**src/rtl/player_mover_param.sv**
```systemverilog
// Player sprite controller: STEP-pixel moves from one-hot buttons, wrap/clamp
// screen bounds, and a life counter with a death/respawn/game-over FSM.
module player_mover_param #(
    parameter int COORD_W   = 12,
    parameter int SCREEN_W  = 640,
    parameter int SCREEN_H  = 480,
    parameter int STEP      = 12,
    parameter int WRAP_MODE = 1,
    parameter int LIVES     = 3,
    parameter int HOLD_CYC  = 4
) (
    input  logic               btnClk,
    input  logic               rst,
    input  logic               playerDisable,
    input  logic [3:0]         btns,
    input  logic               upEnable,
    input  logic               downEnable,
    input  logic               leftEnable,
    input  logic               rightEnable,
    input  logic [COORD_W-1:0] hStartPos,
    input  logic [COORD_W-1:0] vStartPos,
    input  logic [COORD_W-1:0] objWidth,
    input  logic [COORD_W-1:0] objHeight,
    output logic [COORD_W-1:0] hPos,
    output logic [COORD_W-1:0] vPos,
    output logic               player_dead,
    output logic [3:0]         lives_left,
    output logic               game_over,
    output logic               alive
);

    localparam int XW     = COORD_W + 1;
    localparam int HOLD_W = (HOLD_CYC > 1) ? $clog2(HOLD_CYC) : 1;

    localparam logic [XW-1:0]     SCR_W     = XW'(SCREEN_W);
    localparam logic [XW-1:0]     SCR_H     = XW'(SCREEN_H);
    localparam logic [XW-1:0]     STEP_X    = XW'(STEP);
    localparam logic [3:0]        LIVES_INIT = 4'(LIVES);
    localparam logic [HOLD_W-1:0] HOLD_LAST = HOLD_W'(HOLD_CYC - 1);
    localparam bit                WRAP      = (WRAP_MODE != 0);

    typedef enum logic [1:0] {
        ST_ALIVE   = 2'd0,
        ST_DEAD    = 2'd1,
        ST_RESPAWN = 2'd2,
        ST_OVER    = 2'd3
    } state_e;

    state_e              state_q, state_d;
    logic [COORD_W-1:0]  hpos_q, hpos_d;
    logic [COORD_W-1:0]  vpos_q, vpos_d;
    logic [3:0]          lives_q, lives_d;
    logic [HOLD_W-1:0]   hold_q, hold_d;
    logic                dead_q, dead_d;
    logic                over_q;
    logic                alive_q;

    logic [XW-1:0] h_x, v_x, w_x, ht_x;
    logic [XW-1:0] up_x, down_x, left_x, right_x;
    logic          trapped;

    assign h_x  = {1'b0, hpos_q};
    assign v_x  = {1'b0, vpos_q};
    assign w_x  = {1'b0, objWidth};
    assign ht_x = {1'b0, objHeight};

    assign trapped = ~(upEnable | downEnable | leftEnable | rightEnable);

    // Candidate positions are formed in COORD_W+1 bits so nothing goes negative.
    always_comb begin
        up_x    = (v_x >= STEP_X) ? (v_x - STEP_X)
                                  : (WRAP ? (SCR_H - ht_x) : '0);
        down_x  = ((v_x + ht_x + STEP_X) <= SCR_H) ? (v_x + STEP_X)
                                                   : (WRAP ? '0 : (SCR_H - ht_x));
        left_x  = (h_x >= STEP_X) ? (h_x - STEP_X)
                                  : (WRAP ? (SCR_W - w_x) : '0);
        right_x = ((h_x + w_x + STEP_X) <= SCR_W) ? (h_x + STEP_X)
                                                  : (WRAP ? '0 : (SCR_W - w_x));
    end

    // NOTE: every output of this block gets a default first, so no path can infer a latch.
    always_comb begin
        state_d = state_q;
        hpos_d  = hpos_q;
        vpos_d  = vpos_q;
        lives_d = lives_q;
        hold_d  = hold_q;
        dead_d  = 1'b0;
        unique case (state_q)
            ST_ALIVE: begin
                if (trapped) begin
                    dead_d  = 1'b1;
                    lives_d = lives_q - 4'd1;
                    hold_d  = '0;
                    state_d = (lives_q == 4'd1) ? ST_OVER : ST_DEAD;
                end else if (!playerDisable) begin
                    unique case (btns)
                        4'b1000: if (upEnable)    vpos_d = up_x[COORD_W-1:0];
                        4'b0100: if (downEnable)  vpos_d = down_x[COORD_W-1:0];
                        4'b0010: if (rightEnable) hpos_d = right_x[COORD_W-1:0];
                        4'b0001: if (leftEnable)  hpos_d = left_x[COORD_W-1:0];
                        default: ;
                    endcase
                end
            end
            ST_DEAD: begin
                if (hold_q == HOLD_LAST) begin
                    hold_d  = '0;
                    state_d = ST_RESPAWN;
                end else begin
                    hold_d = hold_q + 1'b1;
                end
            end
            ST_RESPAWN: begin
                hpos_d  = hStartPos;
                vpos_d  = vStartPos;
                state_d = ST_ALIVE;
            end
            ST_OVER: ;
            default: state_d = ST_ALIVE;
        endcase
    end

    // NOTE: state registers use non-blocking assignments so every flop samples pre-edge values.
    always_ff @(posedge btnClk) begin
        if (rst) begin
            state_q <= ST_ALIVE;
            hpos_q  <= hStartPos;
            vpos_q  <= vStartPos;
            lives_q <= LIVES_INIT;
            hold_q  <= '0;
            dead_q  <= 1'b0;
            over_q  <= 1'b0;
            alive_q <= 1'b1;
        end else begin
            state_q <= state_d;
            hpos_q  <= hpos_d;
            vpos_q  <= vpos_d;
            lives_q <= lives_d;
            hold_q  <= hold_d;
            dead_q  <= dead_d;
            over_q  <= (state_d == ST_OVER);
            alive_q <= (state_d == ST_ALIVE);
        end
    end

    assign hPos        = hpos_q;
    assign vPos        = vpos_q;
    assign player_dead = dead_q;
    assign lives_left  = lives_q;
    assign game_over   = over_q;
    assign alive       = alive_q;

endmodule

```
**config.mk**
```make
export PLATFORM = sky130hd
export DESIGN_NAME = player_mover_param
export DESIGN_NICKNAME = d
export VERILOG_FILES = /design/src/rtl/player_mover_param.sv
export SDC_FILE = /design/constraint.sdc
export NUM_CORES = 1
export LEC_CHECK = 0
export ABC_AREA = 1
export CAP_MARGIN = 25
export CORE_MARGIN = 2
export CORE_UTILIZATION = 49
export DETAILED_ROUTE_END_ITERATION = 8
export GPL_ROUTABILITY_DRIVEN = 0
export PLACE_DENSITY = 0.87
export SYNTH_ARGS = -nofsm -noshare
export SYNTH_HDL_FRONTEND = slang
export SYNTH_SLANG_ARGS = --single-unit
```
**constraint.sdc**
```tcl
create_clock -name btnClk -period 2.4 [get_ports btnClk]
set_input_delay 0.24 -clock btnClk [delete_from_list [all_inputs] [get_ports btnClk]]
set_output_delay 0.24 -clock btnClk [all_outputs]
set_load 0.02 [all_outputs]
```
==> summary.json <==
{
  "clock_tree": {
    "holdBufCountCts": 0,
    "numCtsBuffers": 5,
    "clock_sink_count": 35,
    "insertion_delay_ps": 300,
    "root_buffer": "clkbuf_8",
    "clk_pin_slew_ps": 80,
    "tritoncts": "built",
    "htree_num_levels": 2,
    "clock_path_buffers": 2
  },
  "status": {
    "failing_checks": "negative setup slack",
    "run_status": "finished, violations left"
  },
  "sta": {
    "clock.fmax_ghz": 0.374,
    "report.final.hold_viol_count": 0,
    "worst-slew-pin-transition_ps": 621,
    "finalSetupViolCount": 24,
    "setup_ws_ps": -273,
    "post-route-period-util": 1.11,
    "max_slew_margin": 0.585,
    "finalClockSkew_ps": 9.31,
    "final_max_slew_viols": 0,
    "hold_slack_ps": 487,
    "final_period_minus_worst_setup_slack_ps": 2670,
    "setup_repair_after_global_routing_missed_its_margin": "true"
  },
  "critical_path": {
    "reg2reg_slack_ps": -270,
    "rr_endpoint": "vPos[10]",
    "worst_setup_path_endpoint": "vPos[10]",
    "timing.critical_path.required_ps": 2460,
    "worst-path-max-fanout": 5,
    "worstSetupStartpointType": "flip-flop",
    "critical_path_arrival_ps": 2730,
    "critical_path_start": "vPos[4]",
    "worst_r2r_path_depth": 16,
    "crit_type": "flip-flop to flip-flop",
    "crit-reg2reg-launch": "vPos[4]",
    "setup_crit_end_kind": "flip-flop"
  },
  "placement": {
    "dp_slack_ps": -549,
    "postPlaceCellArea_sq_um": 6560,
    "dp_hpwl_microns": 12200,
    "port_buffers": 89
  },
  "routing": {
    "firstDrtPassIters": 6,
    "remaining_drc_errors": 0,
    "post_dr_wirelength_cell_microns": 14.1,
    "first_iter_violations": 563,
    "dr_total_vias": 5952,
    "route.detailed.vias_per_inst": 5.38,
    "ant_nets": 0,
    "totalWireLength_microns": 15600
  },
  "finish": {
    "nets": 1089,
    "layout-drive-gt1-share": 0.189,
    "fillCellCount": 748,
    "postLayoutCoreUtil": 0.716,
    "commonest_cells_after_routing_fill_and_taps_aside": "228 x nand2_1, 119 x inv_1, 94 x buf_4",
    "finalInstanceArea_sq_um": 6930,
    "layout_commonest_cell": "nand2_1",
    "area.growth.synth_to_final_pct": 43.4,
    "n_antenna_cell": 0
  },
  "power_and_ir_drop": {
    "worst_ir_drop_vdd_mv": 0.271,
    "power-per-cell-area_nw_per_um2": 460,
    "power.leakage_uw": 0.00358
  },
  "grt": {
    "globalRouteOverflowTotal": 0,
    "wire_length_of_the_first_global_routing_pass_microns": 24100,
    "antenna_found_initial": 0,
    "grt_start_max_net_pins": 19,
    "grtUsageTotal": 0.285,
    "first_global_vias": 5405
  },
  "die": {
    "die-width_microns": 103,
    "io_pins": 90,
    "die_area_sq_um": 10700,
    "vertical_die_dimension_microns": 103,
    "core_area_sq_um": 9680,
    "floorplan.rows": 36,
    "start_util": 0.499
  },
  "job": {
    "drv.max_cap_violation_count": 0
  },
  "synth": {
    "syn-instance-count": 783,
    "mappedNetlistNets": 899,
    "synth-seq-area-share": 0.195,
    "synthesis.area_sq_um": 4830,
    "synth_area_leader_cell": "nand2_1",
    "synth.ff_latch_count": 35,
    "synthTopCellsByArea": "nand2_1 19%, edfxtp_1 15%, ha_1 14%",
    "synthDominantCellAreaShare": 0.189,
    "synthDistinctLibCells": 44,
    "avgSynthCellArea_sq_um": 6.17,
    "synth.yosys.warnings": 0
  },
  "worst_hold_path": {
    "whs_path_depth": 1,
    "holdCritPathClass": "flip-flop to flip-flop"
  }
}
[flip-flops by register name (all words and copies together) (netlist names)]
name         flops
hold_q           2
hPos            12
player_dead      1
vPos            12
state_q          2
game_over        1
alive            1
lives_left       4
[worst min-delay path by stage]
stage / slack (ps) / start / end
6_report: 490 / hold_q[0] / hold_q[0]
5_1_grt: 520 / hold_q[0] / hold_q[0]
4_1_cts: 480 / hold_q[0] / hold_q[0]
3_5_place_dp: 460 / hold_q[0] / hold_q[0]
3_3_place_gp: 450 / hold_q[0] / hold_q[0]
2_1_floorplan: 430 / hStartPos[2] / hPos[2]
[cells by family after synthesis]
family / after synthesis / synth area share
adder cells (fa/ha/maj): 57 / 0.151
buffers and inverters: 138 / 0.110
AO/OA/AOI/OAI: 80 / 0.0992
AND/OR/NAND/NOR: 445 / 0.395
flip-flops: 35 / 0.195
XOR/XNOR: 28 / 0.0507
[stage by stage]
| stage | TNS [ps] | instances | power (uW) |
|---|---|---|---|
| after floorplan | -2480 | 783 | 1810 |
| after global placement | -8790 | 1086 | 2440 |
| after detailed placement | -11170 | 1086 | 2500 |
| after CTS | -4170 | 1104 | 3050 |
| after global routing | -8430 | 1107 | 3390 |
| final | -5440 | 1107 | 3190 |
[where the power goes]
part	leakage [uW]	internal [uW]	switching, uW
clock network	0.0000494	209	254
logic	0.00321	888	1100
registers	0.000325	707	33.2
[cell usage after synthesis]
cell type,instances
nor2_1,87
o21ai_0,22
buf_6,1
a31oi_1,1
buf_4,1
nor2_2,2
a32o_1,2
o21a_1,1
a211oi_1,1
nor3b_1,4
nand2_2,8
o21bai_1,3
dfxtp_1,11
a21oi_1,29
o221ai_1,2
a22o_1,2
nor3_2,1
and2_4,1
a21boi_0,4
nand2_1,243
nor3_1,8
clkinv_1,2
o211ai_1,8
nand3b_1,5
a22oi_1,1
nand3_2,2
clkbuf_1,4
nor4_1,3
and2_1,1
a21oi_2,1
nor2_4,3
or2_2,2
o21ai_1,1
inv_2,5
a21o_1,1
fa_1,2
xor2_1,25
o22ai_1,1
xnor2_1,3
inv_1,125
edfxtp_1,24
nand4_1,13
nand3_1,62
ha_1,55
[per-layer routing]
metal | up-vias | track usage | share of wire
li1 | 2905 | - | -
met1 | 2674 | 0.372 | 0.42
met2 | 324 | 0.477 | 0.47
met3 | 49 | 0.0524 | 0.088
met4 | 0 | 0.0911 | 0.027
met5 | - | 0 | 0
[critical path: stages, from the launching register on]
cell      delay, ps
edfxtp_1        450
ha_1            300
ha_1            380
nand2_1         100
nand2_1          70
inv_1           110
nand2_4          70
nand2_1          70
nand2_1          70
nor2_1           80
nand3_1          90
nor2_2          130
nor2_4           70
and2_4          180
buf_4           130
nand3_2          60
nand2_1          50
[cell type report]
type	count	area, sq um	share of cell area
multi-input combinational	610	3570	0.514
timing repair buffer	189	1670	0.241
sequential	35	941	0.136
inverter	132	495	0.0715
tap	133	166	0.0240
clock buffer	5	68.8	0.00993
clock inverter	3	21.3	0.00307
[what timing repair did]
action                     4_1_cts  5_1_grt
gates resized for setup         16       27
setup endpoints to repair       24       24
pin swaps                       20       12
buffers inserted                10        3
Power figures use the tool's default switching activity.
